<file path="src/rtl/df_mac_pe_param.sv">
// Dot-product processing element: LEN (x, w) pairs are multiplied, quantised by QDIV and accumulated.
// The accumulator is then saturated to DW bits (optionally ReLU-clipped) and handed out with backpressure.
//
// state | meaning
// IDLE  | waiting for start; len latched, accumulator and pair count cleared on start
// ACC   | accepting pairs until len of them have been taken
// DRAIN | waiting for the product/quotient stages to empty, then registering the result
// OUT   | result held on odata/sat until the downstream handshake
module df_mac_pe_param #(
    parameter int DW      = 16,
    parameter int ACC_W   = 32,
    parameter int QDIV    = 1000,
    parameter int LEN_W   = 10,
    parameter int RELU_EN = 0
) (
    input  logic                 clk,
    input  logic                 rst,
    input  logic                 start,
    input  logic [LEN_W-1:0]     len,
    input  logic                 in_valid,
    output logic                 in_ready,
    input  logic signed [DW-1:0] x,
    input  logic signed [DW-1:0] w,
    output logic                 out_valid,
    input  logic                 out_ready,
    output logic signed [DW-1:0] odata,
    output logic                 sat,
    output logic                 busy
);

    typedef enum logic [1:0] {IDLE, ACC, DRAIN, OUT} state_t;

    localparam logic signed [2*DW-1:0]  QDIV_S  = (2*DW)'(QDIV);
    localparam logic signed [ACC_W-1:0] SAT_MAX = {{(ACC_W-DW+1){1'b0}}, {(DW-1){1'b1}}};
    localparam logic signed [ACC_W-1:0] SAT_MIN = {{(ACC_W-DW+1){1'b1}}, {(DW-1){1'b0}}};
    localparam logic signed [DW-1:0]    MAX_DW  = {1'b0, {(DW-1){1'b1}}};
    localparam logic signed [DW-1:0]    MIN_DW  = {1'b1, {(DW-1){1'b0}}};

    state_t state, state_next;

    logic [LEN_W-1:0]        len_q;
    logic [LEN_W-1:0]        cnt;
    logic [LEN_W-1:0]        cnt_inc;
    logic signed [2*DW-1:0]  prod;
    logic signed [2*DW-1:0]  p_reg;
    logic signed [ACC_W-1:0] q_reg;
    logic signed [ACC_W-1:0] acc;
    logic                    p_vld;
    logic                    q_vld;
    logic                    accept;
    logic                    start_ok;
    logic                    last_pair;
    logic                    pipe_empty;
    logic signed [DW-1:0]    res;
    logic                    res_sat;

    assign in_ready   = (state == ACC);
    assign out_valid  = (state == OUT);
    assign busy       = (state != IDLE);
    assign accept     = in_ready && in_valid;
    assign start_ok   = (state == IDLE) && start;
    assign cnt_inc    = cnt + LEN_W'(1);
    assign last_pair  = accept && (cnt_inc == len_q);
    assign pipe_empty = !p_vld && !q_vld;

    // DSP multiply is combinational; stage 1 only captures it on an accepted pair.
    assign prod = (2*DW)'(x) * (2*DW)'(w);

    always_ff @(posedge clk) begin
        if (rst) state <= IDLE;
        else     state <= state_next;
    end

    always_comb begin
        state_next = state;
        case (state)
            IDLE:  if (start) state_next = (len == '0) ? DRAIN : ACC;
            ACC:   if (last_pair) state_next = DRAIN;
            DRAIN: if (pipe_empty) state_next = OUT;
            OUT:   if (out_ready) state_next = IDLE;
            default: state_next = IDLE;
        endcase
    end

    always_comb begin
        res_sat = 1'b0;
        res     = acc[DW-1:0];
        if (acc > SAT_MAX) begin
            res     = MAX_DW;
            res_sat = 1'b1;
        end else if (acc < SAT_MIN) begin
            res     = MIN_DW;
            res_sat = 1'b1;
        end
        // ReLU clips after saturation and does not affect the sat flag.
        if ((RELU_EN != 0) && res[DW-1]) res = '0;
    end

    always_ff @(posedge clk) begin
        if (rst) begin
            len_q <= '0;
            cnt   <= '0;
            p_reg <= '0;
            q_reg <= '0;
            acc   <= '0;
            p_vld <= 1'b0;
            q_vld <= 1'b0;
            odata <= '0;
            sat   <= 1'b0;
        end else begin
            p_vld <= accept;
            if (accept) p_reg <= prod;
            q_vld <= p_vld;
            if (p_vld) q_reg <= ACC_W'(p_reg / QDIV_S);
            if (start_ok) begin
                len_q <= len;
                cnt   <= '0;
                acc   <= '0;
            end else begin
                if (q_vld)  acc <= acc + q_reg;
                if (accept) cnt <= cnt_inc;
            end
            if ((state == DRAIN) && pipe_empty) begin
                odata <= res;
                sat   <= res_sat;
            end
        end
    end

endmodule

</file>
<file path="config.mk">
export PLATFORM = sky130hd
export DESIGN_NAME = df_mac_pe_param
export DESIGN_NICKNAME = d
export VERILOG_FILES = /design/src/rtl/df_mac_pe_param.sv
export SDC_FILE = /design/constraint.sdc
export NUM_CORES = 1
export LEC_CHECK = 0
export CAP_MARGIN = 20
export CORE_MARGIN = 5
export CORE_UTILIZATION = 40
export CTS_CLUSTER_SIZE = 16
export DETAILED_ROUTE_END_ITERATION = 6
export DONT_BUFFER_PORTS = 1
export MAX_ROUTING_LAYER = met4
export PLACE_DENSITY = 0.56
export SYNTH_ARGS = -nofsm -noshare
export SYNTH_HDL_FRONTEND = slang
export SYNTH_SLANG_ARGS = --single-unit
</file>
<file path="constraint.sdc">
create_clock -name clk -period 47 [get_ports clk]
set_input_delay 14.1 -clock clk [delete_from_list [all_inputs] [get_ports clk]]
set_output_delay 14.1 -clock clk [all_outputs]
set_load 0.02 [all_outputs]
</file>
==> summary.txt <==
Run
  • Number of maximum-capacitance constraint violations: 0

Synthesis
  • FFs w/ async S/R, synth: 0%
  • Largest area contributor in the netlist: fa_1
  • Post-synthesis xor/xnor area fraction: 6.96%
  • Top flip-flop cell by instance count after synthesis: dfxtp_1
  • Cell area after synthesis: 0.0236 mm²
  • Largest family of logic cells by synthesized area: adder cells
  • Portion of netlist area occupied by mux cells: 2.78%
  • Most repeated cell in the gate-level netlist after synthesis: nand2_1
  • Top post-synthesis cells by area: fa_1 22%, dfxtp_1 12%, ha_1 6.4%, nand2_1 5.9%, inv_1 5.0%
  • Syn nets: 3343
  • Number of flops mapped to enable cells by yosys: 0
  • Compound-gate portion of the synthesized area: 21.3%
  • Number of storage elements in the synthesis netlist: 137
  • Cells after synthesis: 2912
  • Syn_area_per_cell: 8.11 µm²
  • Synth Area in Adders: 29.0%
  • Share of the synthesized area in the top cell type: 22.3%
  • Yosys warns: 0
  • Number of different library cells in the post-synthesis netlist: 126
  • Top cells by count, synth: 373 x nand2_1, 317 x inv_1, 263 x fa_1
  • Simple-gate share of the synthesized area: 20.8%
  • Post-synthesis sequential area ratio: 11.6%

Worst setup path
  • Setup slack of the most critical reg-to-reg path: 25170 ps
  • Data arrival at the endpoint of the critical path: 22200 ps
  • Required time at the worst-slack endpoint: 47380 ps
  • Critical path class: flop to flop
  • Biggest fanout along the worst timing path: 16
  • Sort of element at the start of the critical path: flop
  • Category of the worst setup path capture point: flop
  • Slowest cell on crit path: a211oi_2
  • Cell mode on critical path: nor2_1
  • Critical Path Max Stage Delay: 760 ps
  • Reg-to-reg critical path endpoint: q_reg[12]
  • R2r startpoint: p_reg[5]
  • Count of cells along the worst register-to-register path: 63

CTS
  • Clock transition time at the flip-flop clock pins of the worst setup and hold paths: 60 ps
  • Deepest clock path buffer count: 2
  • # clock sinks: 137
  • Skew-Pair Late Insertion Delay: 440 ps
  • Count of hold-fix buffers inserted at cts: 0
  • TritonCTS buffer count: 17
  • Quantity of gates resized following cts: 0
  • Clock tree from TritonCTS: done
  • Clock tree root buffer cell: clkbuf_16
  • Post-CTS Setup Bufs: 0
  • Htree depth: 4

Timing
  • Worst clock skew: 11.2 ps
  • Final worst-path setup slack: 25170 ps
  • Period Utilization, post-route: 46.4%
  • Slew at the pin closest to its max-slew limit: 1070 ps
  • Worst-case headroom to the max-slew limit: 28.0%
  • Slew Limit Fails: 0
  • Highest clock frequency the design can meet: 45.8 MHz
  • Hold WS: 454 ps
  • Final worst path period need: 21830 ps
  • RSZ-0062 raised after global routing: false
  • # setup viols final: 0
  • Final Hold Fails: 0
  • Total negative setup slack: 0 ps

Global routing
  • Number of antenna violations at the first check in global routing: 0
  • Via count of the first global-routing pass: 20687
  • Pin count of the biggest net entering global routing: 85
  • Wire length of the first global-routing pass: 108 mm
  • Aggregate global routing overflow: 0
  • GRT Util Overall: 20.7%

Detailed routing
  • Initial detailed-routing violation count: 1369
  • TritonRoute pass-1 iters: 5
  • Wire length reported by the detailed router: 65.1 mm
  • # DRC: 0
  • DR WL/cell: 18.1 µm
  • Number of nets still failing antenna checks after routing: 0
  • Ratio of routed vias to standard cells: 5.72
  • Number of vias after detailed routing: 20579

Placement
  • IO Port Bufs: 0
  • HPWL after DPL: 52.1 mm
  • Placer congestion estimate: 0.937
  • Place WS: 25280 ps

Worst hold path
  • Worst min path class: flop to flop
  • Worst hold path cell count: 2
  • Hold Crit Endpoint: q_reg[13]
  • Critical hold path startpoint: q_reg[13]

Layout
  • Core utilization of the finished layout: 42.0%
  • Antenna cell count: 0
  • Number of inserted filler cells in the final layout: 6003
  • Combined area of the multi-input logic cells: 0.0191 mm²
  • Share of final-layout standard cells stronger than drive strength 1: 4.78%
  • Layout-stage area growth over the synthesis result: 4.49%
  • Sequential cell area: 0.00275 mm²
  • Net count reported at finish: 3244

Floorplanning
  • Number of cell rows: 89
  • Starting density of the core: 40.2%
  • Die boundary width: 253 µm
  • Die footprint: 0.0640 mm²
  • Placeable core area: 0.0588 mm²
  • I/O pin total: 67
  • Die height: 253 µm

Status
  • Status: complete, no violations
layout by cell type, fill, tap and decap left out, types with 10 or more instances in the layout:
| master | instances |
|---|---|
| nand3_1 | 67 |
| o211ai_1 | 22 |
| and2_1 | 117 |
| nor3_1 | 58 |
| a31oi_1 | 38 |
| nor2_1 | 156 |
| a21oi_1 | 174 |
| nand4_1 | 23 |
| inv_1 | 317 |
| nand2b_1 | 42 |
| o2111ai_1 | 13 |
| dfxtp_1 | 135 |
| clkbuf_16 | 17 |
| o31ai_1 | 23 |
| o21bai_1 | 49 |
| and3_1 | 20 |
| or3_1 | 20 |
| o21a_1 | 18 |
| mux2i_1 | 54 |
| a211o_1 | 11 |
| or2_2 | 10 |
| a21o_1 | 30 |
| a211oi_1 | 30 |
| nand2_1 | 373 |
| o22ai_1 | 12 |
| buf_4 | 10 |
| nor4_1 | 27 |
| o21ai_1 | 26 |
| or2_1 | 12 |
| ha_1 | 121 |
| fa_1 | 263 |
| xnor2_1 | 134 |
| xor2_1 | 52 |
| o21ai_0 | 73 |
per-layer routing:
layer,part of all wire (%),track usage (%),vias to the layer above
met5,0,-,-
met4,2.5,5.69,0
met3,4.4,2.55,106
met2,47,33.4,566
met1,47,27.6,10061
li1,-,-,9846
critical path: cells and delay by family (launching register included):
family / cells / cell delay, ps
adder cells (fa/ha/maj): 1 / 270
multiplexers: 4 / 970
AND/OR/NAND/NOR: 18 / 6020
XOR/XNOR: 2 / 580
flip-flops: 1 / 440
AO/OA/AOI/OAI: 35 / 12970
buffers and inverters: 3 / 460
how the worst max path moves through the flow:
stage,startpoint,to,slack [ps]
2_1_floorplan,x[1],p_reg[31],25870
3_3_place_gp,w[6],p_reg[31],25370
3_5_place_dp,w[6],p_reg[31],25280
4_1_cts,p_reg[10],q_reg[12],25500
5_1_grt,p_reg[5],q_reg[12],23360
6_report,p_reg[5],q_reg[12],25170
metrics by stage:
stage,cells,area (µm²)
after floorplan,2912,23600
after global placement,3567,24100
after detailed placement,3567,24100
after CTS,3597,24700
after global routing,3597,24700
final,3597,24700
cell families (layout without fill, tap and decap cells):
kind of cell	count (synthesis)	in the layout
XOR/XNOR	187	187
multiplexers	64	64
AND/OR/NAND/NOR	990	990
flip-flops	137	137
adder cells (fa/ha/maj)	392	392
buffers and inverters	446	358
AO/OA/AOI/OAI	696	696
layout make-up:
| cell class | instances | area share [%] |
|---|---|---|
| Clock inverter | 11 | 0.497 |
| Timing Repair Buffer | 10 | 0.304 |
| Tap cell | 773 | 3.92 |
| Multi-Input combinational cell | 2329 | 77.5 |
| Inverter | 318 | 4.84 |
| Sequential cell | 137 | 11.1 |
| Clock buffer | 19 | 1.83 |
Power is left out: the tool's default activity adds up to more than one toggle a clock period on the data nets, which glitch-free logic cannot reach.
